$ cat config.mk
export PLATFORM = sky130hd
export DESIGN_NAME = prescaled_updown_counter_flat
export DESIGN_NICKNAME = d
export VERILOG_FILES = /design/src/rtl/prescaled_updown_counter_pkg.sv /design/src/rtl/prescaled_updown_counter_if.sv /design/src/rtl/prescaled_updown_counter_prescaler.sv /design/src/rtl/prescaled_updown_counter.sv /design/src/flat_wrapper.sv
export SDC_FILE = /design/constraint.sdc
export NUM_CORES = 1
export LEC_CHECK = 0
export CORE_MARGIN = 2
export CORE_UTILIZATION = 69
export DETAILED_ROUTE_END_ITERATION = 8
export DONT_BUFFER_PORTS = 1
export PLACE_DENSITY_LB_ADDON = 0.3
export REMOVE_ABC_BUFFERS = 1
export SLEW_MARGIN = 20
export SYNTH_ARGS = -nofsm -noshare
export SYNTH_HDL_FRONTEND = slang
export SYNTH_SLANG_ARGS = --single-unit
$ cat constraint.sdc
create_clock -name clk -period 7.5 [get_ports clk]
set_input_delay 1.5 -clock clk [delete_from_list [all_inputs] [get_ports clk]]
set_output_delay 1.5 -clock clk [all_outputs]
set_load 0.01 [all_outputs]
$ cat src/rtl/prescaled_updown_counter_pkg.sv
// Shared constants and helpers for the prescaled up/down counter family.
package pkg_counter;

    localparam logic DIR_DOWN  = 1'b0;
    localparam logic DIR_UP    = 1'b1;
    localparam logic MODE_WRAP = 1'b0;
    localparam logic MODE_SAT  = 1'b1;

    // Limit a value to the counter's terminal value.
    function automatic logic [31:0] clamp_cnt(input logic [31:0] value, input logic [31:0] max);
        logic [31:0] res;
        if (value > max) begin
            res = max;
        end else begin
            res = value;
        end
        return res;
    endfunction

endpackage

$ cat src/rtl/prescaled_updown_counter_if.sv
// Control/status bundle of the prescaled up/down counter.
interface prescaled_updown_counter_if #(
    parameter int CNT_W = 4,
    parameter int DIV_W = 27
);
    logic             en;
    logic             dir;
    logic             sat;
    logic [DIV_W-1:0] div;
    logic             load;
    logic [CNT_W-1:0] load_val;
    logic [CNT_W-1:0] cout;
    logic             tick;
    logic             tc;

    modport master (
        output en, dir, sat, div, load, load_val,
        input  cout, tick, tc
    );

    modport slave (
        input  en, dir, sat, div, load, load_val,
        output cout, tick, tc
    );
endinterface

$ cat src/rtl/prescaled_updown_counter_prescaler.sv
// Programmable clock divider producing a combinational step enable every div+1 enabled cycles.
module clk_prescaler #(
    parameter int DIV_W = 27
) (
    input  logic             clk,
    input  logic             clr,
    input  logic             en,
    input  logic             clear,
    input  logic [DIV_W-1:0] div,
    output logic             step
);

    logic [DIV_W-1:0] psc_r;
    logic             hit_s;

    // Using >= lets a div decrease below psc fire on the next edge instead of waiting a full wrap.
    always_comb begin
        hit_s = 1'b0;
        step  = 1'b0;
        if (psc_r >= div) begin
            hit_s = 1'b1;
        end else begin
            hit_s = 1'b0;
        end
        if (en && !clear) begin
            step = hit_s;
        end else begin
            step = 1'b0;
        end
    end

    // Prescale count register; a load clears it so the period restarts.
    always_ff @(posedge clk or posedge clr) begin
        if (clr) begin
            psc_r <= '0;
        end else if (clear) begin
            psc_r <= '0;
        end else if (en) begin
            if (hit_s) begin
                psc_r <= '0;
            end else begin
                psc_r <= psc_r + DIV_W'(1);
            end
        end else begin
            psc_r <= psc_r;
        end
    end

endmodule

$ cat src/rtl/prescaled_updown_counter.sv
// Modulo-(MAX_VAL+1) up/down counter advanced by a programmable prescaler, with load and terminal-count strobe.
module prescaled_updown_counter
    import pkg_counter::*;
#(
    parameter int CNT_W   = 4,
    parameter int MAX_VAL = 2**CNT_W-1,
    parameter int DIV_W   = 27
) (
    input logic                       clk,
    input logic                       clr,
    prescaled_updown_counter_if.slave bus
);

    localparam logic [CNT_W-1:0] MAX_C  = CNT_W'(MAX_VAL);
    localparam logic [CNT_W-1:0] ZERO_C = CNT_W'(0);

    logic             step_s;
    logic [CNT_W-1:0] cnt_eff_s;
    logic [CNT_W-1:0] load_clamp_s;
    logic [CNT_W-1:0] cout_nxt_s;
    logic             tick_nxt_s;
    logic             tc_nxt_s;
    logic [CNT_W-1:0] cout_r;
    logic             tick_r;
    logic             tc_r;

    clk_prescaler #(.DIV_W(DIV_W)) u_prescaler (
        .clk   (clk),
        .clr   (clr),
        .en    (bus.en),
        .clear (bus.load),
        .div   (bus.div),
        .step  (step_s)
    );

    // Next counter value and strobes; an out-of-range count is treated as the terminal value.
    always_comb begin
        cnt_eff_s    = CNT_W'(clamp_cnt(32'(cout_r), 32'(MAX_VAL)));
        load_clamp_s = CNT_W'(clamp_cnt(32'(bus.load_val), 32'(MAX_VAL)));
        cout_nxt_s   = cout_r;
        tick_nxt_s   = 1'b0;
        tc_nxt_s     = 1'b0;
        if (bus.load) begin
            cout_nxt_s = load_clamp_s;
        end else if (step_s) begin
            tick_nxt_s = 1'b1;
            case (bus.dir)
                DIR_UP: begin
                    if (cnt_eff_s == MAX_C) begin
                        tc_nxt_s   = 1'b1;
                        cout_nxt_s = (bus.sat == MODE_SAT) ? MAX_C : ZERO_C;
                    end else begin
                        cout_nxt_s = cnt_eff_s + CNT_W'(1);
                    end
                end
                DIR_DOWN: begin
                    if (cnt_eff_s == ZERO_C) begin
                        tc_nxt_s   = 1'b1;
                        cout_nxt_s = (bus.sat == MODE_SAT) ? ZERO_C : MAX_C;
                    end else begin
                        cout_nxt_s = cnt_eff_s - CNT_W'(1);
                    end
                end
                default: begin
                    cout_nxt_s = cnt_eff_s;
                end
            endcase
        end else begin
            cout_nxt_s = cout_r;
        end
    end

    // Output registers.
    always_ff @(posedge clk or posedge clr) begin
        if (clr) begin
            cout_r <= '0;
            tick_r <= 1'b0;
            tc_r   <= 1'b0;
        end else begin
            cout_r <= cout_nxt_s;
            tick_r <= tick_nxt_s;
            tc_r   <= tc_nxt_s;
        end
    end

    assign bus.cout = cout_r;
    assign bus.tick = tick_r;
    assign bus.tc   = tc_r;

endmodule

$ cat src/flat_wrapper.sv
// flat-port wrapper written by rule: the top's interface ports become plain ports
module prescaled_updown_counter_flat import pkg_counter::*;
#(
    parameter int CNT_W   = 4,
    parameter int MAX_VAL = 2**CNT_W-1,
    parameter int DIV_W   = 27
)
  (clk, clr, bus_en, bus_dir, bus_sat, bus_div, bus_load, bus_load_val, bus_cout, bus_tick, bus_tc);
  prescaled_updown_counter_if #(.CNT_W(CNT_W), .DIV_W(DIV_W)) bus_i ();
  input logic clk;
  input logic clr;
  input wire logic [$bits(bus_i.en)-1:0] bus_en;
  input wire logic [$bits(bus_i.dir)-1:0] bus_dir;
  input wire logic [$bits(bus_i.sat)-1:0] bus_sat;
  input wire logic [$bits(bus_i.div)-1:0] bus_div;
  input wire logic [$bits(bus_i.load)-1:0] bus_load;
  input wire logic [$bits(bus_i.load_val)-1:0] bus_load_val;
  output wire logic [$bits(bus_i.cout)-1:0] bus_cout;
  output wire logic [$bits(bus_i.tick)-1:0] bus_tick;
  output wire logic [$bits(bus_i.tc)-1:0] bus_tc;
  assign bus_i.en = bus_en;
  assign bus_i.dir = bus_dir;
  assign bus_i.sat = bus_sat;
  assign bus_i.div = bus_div;
  assign bus_i.load = bus_load;
  assign bus_i.load_val = bus_load_val;
  assign bus_cout = bus_i.cout;
  assign bus_tick = bus_i.tick;
  assign bus_tc = bus_i.tc;
  prescaled_updown_counter #(.CNT_W(CNT_W), .MAX_VAL(MAX_VAL), .DIV_W(DIV_W)) u_core (.clk(clk), .clr(clr), .bus(bus_i));
endmodule
# Word-level counts from Yosys, hierarchy flattened
# Index checks and enable logic that the tools add are counted.
classes:
  n_addsub: 3
  order_cmp: 1
  eq_ne: 1
  mux: 19
  n_bitwise: 1
  n_reduce_logical: 5
ops:
  columns: ["op", "count"]
  rows:
  - ["27-bit two-way mux", 3]
  - ["27-bit by 1-bit adder with 27-bit output (second input constant)", 1]
  - ["27-bit greater-or-equal comparator", 1]
  - ["4-bit two-way mux", 6]
  - ["1-bit two-way mux", 8]
  - ["4-bit one-hot mux with 2 select lines", 1]
  - ["4-bit by 1-bit adder with 4-bit output (second input constant)", 1]
  - ["4-bit == test (second input constant)", 1]
  - ["4-bit logical NOT", 1]
  - ["2-bit nonzero test", 2]
  - ["4-bit by 1-bit subtractor with 4-bit output (second input constant)", 1]
  - ["1-bit one-hot mux with 2 select lines", 1]
  - ["1-bit logical AND", 1]
  - ["1-bit logical NOT", 1]
  - ["1-bit inverter", 1]
word_totals:
  reg_bits: 33
  out_inout_bits: 6
  elab_cells: 34

# Longest topological paths before layout
# Gate-level depths: netlist of run 1.
logic_depth:
  ltp_word: 5
  depth_mapped: 11
  mapped_depth_nobuf: 9

# Hierarchy
# A second synthesis of run 1 with hierarchy kept.
unflattened:
  cells_unflattened: 368
  area_unflattened_um2: 3052.9
modules_own_cells:
  columns: ["module", "n_inst", "cells_each", "area_per_inst_um2", "seq_area_each_um2"]
  rows:
  - ["clk_prescaler", 1, 310, 2542.4, 675.6]
  - ["prescaled_updown_counter", 1, 58, 510.5, 150.1]

# Worst setup path after synthesis of run 1
# No wires, ideal clock.
synth_timing:
  path_type: "input to register"
  start: "in bus_div[0]"
  end: "reg u_core.u_prescaler.psc_r[17]"
  setup_ps: 78
  t_arrival_ps: 3470
  required_ps: 7422
  path_slack_ps: 3951
  path_stages: 9
  cell_sequence: "ha_1 -> nand2b_4 -> a211oi_2 -> nor3_1 -> o311a_4 -> or2_4 -> buf_6 -> or4_1 -> a21oi_1"
synth_via:
  elab_chain_cells: 5
synth_lines:
  columns: ["item", "line_no", "rtl"]
  rows:
  - ["from (decl)", "flat_wrapper.sv:15", "input wire logic [$bits(bus_i.div)-1:0] bus_div;"]
  - ["27-bit greater-or-equal comparator", "prescaled_updown_counter_prescaler.sv:20", "if (psc_r >= div) begin"]
  - ["1-bit two-way mux", "prescaled_updown_counter_prescaler.sv:20", null]
  - ["27-bit two-way mux", "prescaled_updown_counter_prescaler.sv:39", "if (hit_s) begin"]
  - ["27-bit two-way mux", "prescaled_updown_counter_prescaler.sv:38", "end else if (en) begin"]
  - ["27-bit two-way mux", "prescaled_updown_counter_prescaler.sv:36", "end else if (clear) begin"]
  - ["to (signal assigned)", "prescaled_updown_counter_prescaler.sv:42", "psc_r <= psc_r + DIV_W'(1);"]
  - ["to (signal assigned)", "prescaled_updown_counter_prescaler.sv:45", "psc_r <= psc_r;"]
  - ["to (decl)", "prescaled_updown_counter_prescaler.sv:13", "logic [DIV_W-1:0] psc_r;"]
# Every way passes these cells. The select of a mux whose other input is x is not followed.
# A chain may end at the register's enable or synchronous reset.

# Final worst setup path of run 1
layout_timing:
  start: "in bus_div[26]"
  end: "reg u_core.cout_r[2], in the netlist u_core.bus.cout[2]"
layout_via:
  elab_chain_cells: 4
layout_lines:
  columns: ["item", "line_no", "rtl"]
  rows:
  - ["27-bit greater-or-equal comparator", "prescaled_updown_counter_prescaler.sv:20", null]
  - ["1-bit two-way mux", "prescaled_updown_counter_prescaler.sv:20", null]
  - ["1-bit two-way mux", "prescaled_updown_counter_prescaler.sv:25", "if (en && !clear) begin"]
  - ["2-bit nonzero test (no line)", null, null]
  - ["to (signal assigned)", "prescaled_updown_counter.sv:80", "cout_r <= cout_nxt_s;"]
  - ["to (decl)", "prescaled_updown_counter.sv:23", "logic [CNT_W-1:0] cout_r;"]
# Every way passes these cells.

==> results.toml, run 1 <==
[timing]
slew_violations = 0
setup_viol = 0
tns_ps = 0
rsz0062_at_grt = "false"
final.min_clock_period_ps = 3850
max_slew_margin_pct = 35.1
max_slew.worst_pin.slew_ps = 972
clock_skew_ps = 5.07
fin_crit_sh_pct = 51.3
max_freq_ghz = 0.260
report.final.hold_viol_count = 0

[setup_path]
crit_required_ps = 7720
endpoint_kind = "flop"
worstPathArrival_ps = 4060
critPathKind = "input port to flop"
crit_fanout = 18
setup.worst_path.start_class = "input port"

[logic_synthesis]
synth-seq-area-share_pct = 28.4
yosysTopAreaCellShare_pct = 28.4
synth_ff_type = "dfrtp_1"
synth_edf_count = 0
yosys.area.top_type = "dfrtp_1"
yosys.cell_count.top_type = "nand2_1"
synth_warnings = 0
synthCells = 374
yosysUniqueCellTypes = 45
synth_area_per_cell_um2 = 7.76
synth_area_um2 = 2900
ys_top_cells_by_count = "39 x nand2_1, 38 x inv_1, 33 x dfrtp_1"
synth-seq-cells = 33
synthTopCellsByArea = "dfrtp_1 28%, ha_1 13%, o21ai_0 5.2%, nand2_1 5.0%, a21oi_1 5.0%"
synthArstFlopShare_pct = 100

[clock_network]
root_buffer = "clkbuf_8"
cts_setup_buffers = 0
clock_sinks = 33
clk_latency_ps = 280
cts_tree = "yes"
cts_resized = 0
cts_buffer_depth = 2
clk_pin_slew_ps = 60
ctsHoldBuffers = 0
htree_num_levels = 2
numCtsBuffers = 5

[route]
via_per_inst = 6.76
dr.pass1.iters = 5
vias = 2797
avgRoutedWirePerCell_um = 16.1
post-route-drc-count = 0
final_antenna_net_count = 0
wirelength_mm = 6.68
drt-initial-drc-count = 258

[place]
hpwl_mm = 4.80
portBuffers = 0
routabilityCongestion = 0.856
place_area_um2 = 2890

[die]
dieArea_um2 = 4740
rows = 23
floorplan.initialDensity_pct = 72.0
die_x_um = 68.9
die_h_um = 68.9
ioPinCount = 43
core_um2 = 4030

[global_routing]
track_usage_pct = 30.7
grt_pass1_vias = 2513
grt_overflow = 0
antenna_found_initial = 0
grt_max_degree = 42
grt_pass1_wl_mm = 10.9

[power]
power_density_nw_per_um2 = 125
p_sw_share_pct = 26.6
leakagePower_nw = 1.32
comb_power_share_pct = 12.4
p_switching_w = 0.0000986
ir_drop_v = 0.000126
p_seq_share_pct = 50.7
p_int_w = 0.000272
clkPwrFrac_pct = 36.9

[cells_and_area]
synthToLayoutAreaGrowth_pct = 2.46
n_antenna_cell = 0
fillers = 329
postLayoutCellArea_um2 = 2970
layout.nets = 431
drive_gt1_share_pct = 5.22

[status]
status = "completed"

[min_path]
hold_path_class = "flop to flop"

[flow_run]
max-cap-violations = 0
-- registers in the layout (all words and copies together) (netlist names) --
register                  flops
u_core.bus.tc                 1
u_core.bus.tick               1
u_core.bus.cout               4
u_core.u_prescaler.psc_r     27
-- final timing paths --
check | startpoint | endpoint | slack [ps] | cells past startpoint
min in group asynchronous | clr | u_core.u_prescaler.psc_r[1]$_DFFE_PP0P_ | 1190 | 2
worst max register to register | u_core.u_prescaler.psc_r[22]$_DFFE_PP0P_ | u_core.bus.cout[2]$_DFFE_PP0P_ | 4470 | 9
worst min register to register | u_core.u_prescaler.psc_r[25]$_DFFE_PP0P_ | u_core.u_prescaler.psc_r[25]$_DFFE_PP0P_ | 560 | 2
max in group asynchronous | clr | u_core.u_prescaler.psc_r[15]$_DFFE_PP0P_ | 6000 | 2
worst max-delay path | bus_div[26] | u_core.bus.cout[2]$_DFFE_PP0P_ | 3650 | 10
worst min-delay path | u_core.u_prescaler.psc_r[25]$_DFFE_PP0P_ | u_core.u_prescaler.psc_r[25]$_DFFE_PP0P_ | 560 | 2
-- worst max-delay path: stages --
cell	delay (ps)
inv_1	30
ha_1	320
nand4_1	190
nor4_1	590
a22oi_1	180
nand3_2	200
nor2_1	210
buf_4	260
a2111oi_0	400
o31a_1	170
-- logic make-up after synthesis --
family / after synthesis / share of synthesized area, %
buffers and inverters: 57 / 8.10
multiplexers: 1 / 0.388
adder cells (fa/ha/maj): 30 / 12.9
flip-flops: 33 / 28.4
AO/OA/AOI/OAI: 104 / 22.5
AND/OR/NAND/NOR: 149 / 27.7
-- cell usage in the layout, fill, tap and decap left out, types with 2 or more instances in the layout --
master     instances
a211oi_1           2
nor3_1            14
nand2_1           39
a21oi_1           29
clkbuf_8           6
ha_1              30
nand4b_1           2
dfrtp_1           33
or4_1              5
nand2b_1           4
or3_1              4
nor4b_1            2
a22oi_1            7
a31oi_1            9
nor4_4             2
nor3b_1            4
a2111oi_0          2
nand3_1           13
o21ai_0           30
o31ai_1           10
a32oi_1            3
and2_1             3
nand4_1           13
o21a_1             2
nor4_1             5
buf_4              2
a22o_1             3
nor2b_1            5
nand3_2            3
inv_1             38
nor2_1            28
-- area by class of cell --
class | instances | area [µm²] | share of cell area [%]
inverters | 38 | 143 | 4.80
repair buffers | 2 | 15.0 | 0.505
well taps | 50 | 62.6 | 2.10
flip-flops and latches | 33 | 826 | 27.8
clock buffers | 7 | 86.3 | 2.90
multi-input cells | 284 | 1840 | 61.9
-- routing by layer --
layer  routed length, µm  global-route usage, %
met3                 417                   5.84
met1                2900                   38.8
met5                   0                      0
met4                 133                   9.31
met2                3230                   52.9
-- metrics by stage --
step           util (%)  setup WS [ps]  total power [W]  std cells  hold slack [ps]
6_report           73.8           3650         0.000371        414              556
3_5_place_dp       71.7           3400         0.000237        407              553
3_3_place_gp       71.7           3550         0.000235        407              530
2_1_floorplan         -           3600         0.000226        355              498
5_1_grt            73.8           3470         0.000387        414              593
4_1_cts            73.8           3650         0.000372        414              570
-- power groups by stage --
stage               registers (W)  clock network [W]   logic, W
floorplan                0.000189                  0  0.0000367
global placement         0.000191                  0  0.0000441
detailed placement       0.000191                  0  0.0000461
CTS                      0.000188           0.000138  0.0000463
global route             0.000188           0.000145  0.0000537
finish                   0.000188           0.000137  0.0000461
(Power assumes the default switching activity.)
==> run 2: changes to the inputs <==
Settings changed: CORE_UTILIZATION 69 to 65.
Clock period 7.5 ns to 3.6 ns, I/O delays scaled along.
==> results.toml, run 2 (synthesis results as in run 1) <==
[die]
rows = 24
die_h_um = 70.8
dieArea_um2 = 5020
ioPinCount = 43
die_x_um = 70.8
core_um2 = 4320
floorplan.initialDensity_pct = 67.1

[timing]
max_freq_ghz = 0.324
clock_skew_ps = 3.94
max_slew.worst_pin.slew_ps = 1000
max_slew_margin_pct = 32.9
fin_crit_sh_pct = 85.7
slew_violations = 0
final.min_clock_period_ps = 3080
setup_viol = 0
setup_slack_ps = 515
report.final.hold_viol_count = 0
tns_ps = 0
rsz0062_at_grt = "false"

[cells_and_area]
drive_gt1_share_pct = 5.48
final_cell_mix = "39 x nand2_1, 38 x inv_1, 33 x dfrtp_1, 30 x o21ai_0, 30 x ha_1"
top_register = "u_core.u_prescaler.psc_r"
largest_reg_flops = 27
n_antenna_cell = 0
synthToLayoutAreaGrowth_pct = 2.80
postLayoutCellArea_um2 = 2980
stdcell_count = 417
layout.nets = 432
final_common_cell = "nand2_1"

[clock_network]
cts_resized = 0
clk_latency_ps = 280
ctsHoldBuffers = 0
cts_buffer_depth = 2
cts_setup_buffers = 0
clock_sinks = 33
clk_pin_slew_ps = 60
htree_num_levels = 2
root_buffer = "clkbuf_8"
numCtsBuffers = 5
cts_tree = "yes"

[route]
wirelength_mm = 6.57
drt-initial-drc-count = 204
post-route-drc-count = 0
via_per_inst = 6.58
final_antenna_net_count = 0
avgRoutedWirePerCell_um = 15.7
vias = 2744
dr.pass1.iters = 6

[place]
routabilityCongestion = 0.875
place_area_um2 = 2900
hpwl_mm = 4.77
dp_cells = 410
portBuffers = 0
place_ws_ps = 279

[setup_path]
ff2ff_setup_slack_ps = 520
r2r_start = "u_core.u_prescaler.psc_r[24]$_DFFE_PP0P_"
critPathKind = "input port to flop"
crit_fanout = 15
rr_worst_depth = 8
setup.worst_path.start_class = "input port"
crit_required_ps = 3820
timing.rr.end = "u_core.bus.cout[2]$_DFFE_PP0P_"
worstPathArrival_ps = 3300
endpoint_kind = "flop"

[power]
ir_drop_v = 0.000340
leakagePower_nw = 1.33
power_density_nw_per_um2 = 257
clkPwrFrac_pct = 36.6
p_sw_share_pct = 26.0
comb_power_share_pct = 12.4
p_switching_w = 0.000199
p_int_w = 0.000566
p_seq_share_pct = 51.1

[status]
status = "completed"

[global_routing]
met3_usage_pct = 3.56
antenna_found_initial = 0
use_met1_pct = 37.4
track_usage_pct = 27.0
busiest_layer = "met2"
grt_pass1_vias = 2450
grt_pass1_wl_mm = 11.1
grt_max_degree = 42
grt_use_met2_pct = 45.2
grt_overflow = 0

[flow_run]
max-cap-violations = 0

[min_path]
hold_path_class = "input port to asynchronous set/reset pin"
-- run 2: worst max-delay path by stage --
stage,from,end,depth (start not counted)
finish,bus_div[24],u_core.bus.cout[2]$_DFFE_PP0P_,9
global route,u_core.u_prescaler.psc_r[24]$_DFFE_PP0P_,u_core.bus.cout[2]$_DFFE_PP0P_,8
CTS,bus_div[24],u_core.bus.cout[2]$_DFFE_PP0P_,9
detailed placement,bus_div[26],u_core.bus.cout[2]$_DFFE_PP0P_,9
global placement,bus_div[24],u_core.bus.cout[2]$_DFFE_PP0P_,9
floorplan,bus_div[0],u_core.bus.cout[2]$_DFFE_PP0P_,8
-- run 2: power by group through the flow --
stage                     Combinational (W)  Sequential (W)  Clock (W)
after CTS                         0.0000950        0.000391   0.000282
after detailed placement          0.0000943        0.000398          0
after global placement            0.0000914        0.000398          0
after floorplan                   0.0000764        0.000394          0
final                             0.0000947        0.000391   0.000280
after global routing               0.000110        0.000392   0.000299
-- run 2: through the flow --
stage | utilization [%] | hold WS [ps] | total power [W]
floorplan | - | 498 | 0.000471
global placement | 67.0 | 552 | 0.000489
detailed placement | 67.0 | 561 | 0.000492
CTS | 69.0 | 425 | 0.000768
global route | 69.0 | 451 | 0.000802
finish | 69.0 | 415 | 0.000766
-- run 2: area by class of cell --
| type | instances | area (µm²) |
|---|---|---|
| multi-input combinational | 284 | 1840 |
| fill | 362 | 1340 |
| sequential | 33 | 826 |
| inverter | 38 | 143 |
| clock buffer | 7 | 86.3 |
| tap | 52 | 65.1 |
| timing repair buffer | 3 | 22.5 |
-- run 2: worst max-delay path: stages --
cell and delay, ps:
inv_1 40, ha_1 300, nand4_1 170, nor4_1 740
a22oi_1 170, nand3_2 210, nor2_1 250, a2111oi_0 510
o31a_1 180
-- run 2: layer usage --
metal | routed length (µm) | up-vias | part of all wire, %
met2 | 3230 | 106 | 49
met3 | 355 | 10 | 5.4
met5 | 0 | - | 0
met4 | 90 | 0 | 1.4
met1 | 2890 | 1287 | 44
li1 | - | 1341 | -
==> variant 1 (config.mk and constraints of run 2) <==
`DIV_W` is set to 27 in 4 places; all go to 54.
--- a/src/rtl/prescaled_updown_counter_if.sv
+++ b/src/rtl/prescaled_updown_counter_if.sv
@@ -3,3 +3,3 @@
     parameter int CNT_W = 4,
-    parameter int DIV_W = 27
+    parameter int DIV_W = 54
 );
--- a/src/rtl/prescaled_updown_counter_prescaler.sv
+++ b/src/rtl/prescaled_updown_counter_prescaler.sv
@@ -2,3 +2,3 @@
 module clk_prescaler #(
-    parameter int DIV_W = 27
+    parameter int DIV_W = 54
 ) (
--- a/src/rtl/prescaled_updown_counter.sv
+++ b/src/rtl/prescaled_updown_counter.sv
@@ -6,3 +6,3 @@
     parameter int MAX_VAL = 2**CNT_W-1,
-    parameter int DIV_W   = 27
+    parameter int DIV_W   = 54
 ) (
--- a/src/flat_wrapper.sv
+++ b/src/flat_wrapper.sv
@@ -5,3 +5,3 @@
     parameter int MAX_VAL = 2**CNT_W-1,
-    parameter int DIV_W   = 27
+    parameter int DIV_W   = 54
 )
Ports: changed (resized bus_div); port bits go from 43 to 70. No check against the original RTL was run, so the function may have changed too.
==> variant 1 against run 2 <==
Final area rose by 71%; synthesized area rose by 67%; fmax rose by 2.1%; power rose by 81%; final cell count rose by 71%; non-clock buffer count rose by 3; worst setup slack improved by 0.065 ns; sequential cell count rose by 27; wire length rose by 77%; sequential power rose by 77%; largest cell class unchanged; combinational power rose by 62%.
==> variant 1: results <==
{
  "dp.cells": 700,
  "wl_um": 11700,
  "grt_pass1_wl_um": 20000,
  "layout-drive-gt1-share_pct": 5.19,
  "grtUsageMet1_pct": 37.4,
  "track_usage_pct": 29.4,
  "switching_share_pct": 26.8,
  "synthTopCellsByArea": "dfrtp_1, ha_1, nand3_1, nand2_1, inv_1",
  "final_nets": 733,
  "reg2reg_from": "u_core.u_prescaler.psc_r[8]$_DFFE_PP0P_",
  "seq_area_frac_synth_pct": 30.9,
  "rrSetupSlack_ns": 0.58,
  "htreeDepth": 3,
  "wl_per_cell_um": 16.3,
  "hpwl_um": 8670,
  "wl_met1_um": 4740,
  "dpl_cell_area_um2": 4940,
  "firstDrtPassIters": 5,
  "cellLeakagePower_uw": 0.00235,
  "first_iter_violations": 383,
  "synthDistinctLibCells": 48,
  "hold_ws_ns": 0.293,
  "wl_met2_um": 5910,
  "finClkSkew_ns": 0.00949,
  "globalRouteMet3Util_pct": 3.76,
  "grt_pass1_vias": 4437,
  "viasPerCell": 6.48,
  "worst-path-max-fanout": 7,
  "arrival_ns": 3.28,
  "cts_buffers": 9,
  "maxSlewHeadroom_pct": 54.4,
  "max_stage_delay_ns": 0.55,
  "insertion_delay_ns": 0.33,
  "endpoint": "u_core.u_prescaler.psc_r[45]$_DFFE_PP0P_",
  "status": "finished, final reports clean",
  "routed-wl-met3_um": 712,
  "path_clk_slew_ns": 0.07,
  "met2_usage_pct": 50.4,
  "post-route-period-util_pct": 83.9,
  "timing.rr.end": "u_core.u_prescaler.psc_r[45]$_DFFE_PP0P_",
  "synth_flop_cell": "dfrtp_1",
  "grt_start_max_net_pins": 40,
  "gp_congestion": 0.823,
  "vdd.ir_drop.worst_mv": 0.217,
  "post-place-ws_ns": 0.478,
  "crit_path_start_kind": "flip-flop",
  "yosys-top-cells-count": "nand2_1, nand3_1, inv_1",
  "synth_cells": 619
}
variant 1: cell type report:
cell class | count | area [um2]
Tap cell | 99 | 124
Timing Repair Buffer | 6 | 57.6
Clock inverter | 2 | 10.0
Inverter | 69 | 259
Fill cell | 631 | 2140
Sequential cell | 60 | 1500
Clock buffer | 13 | 159
Multi-Input combinational cell | 466 | 3000
variant 1: cells by family after synthesis:
| logic type | Yosys count | synth area share [%] |
|---|---|---|
| buffers and inverters | 93 | 7.39 |
| XOR/XNOR | 2 | 0.361 |
| AND/OR/NAND/NOR | 282 | 29.2 |
| adder cells (fa/ha/maj) | 57 | 14.7 |
| multiplexers | 6 | 1.49 |
| flip-flops | 60 | 30.9 |
| AO/OA/AOI/OAI | 119 | 15.9 |
variant 1: power groups by stage:
stage	Combinational, uW	Sequential [uW]	Clock (uW)
floorplan	110	703	0
global placement	142	706	0
detailed placement	153	707	0
CTS	153	694	540
global route	176	696	571
finish	153	694	542
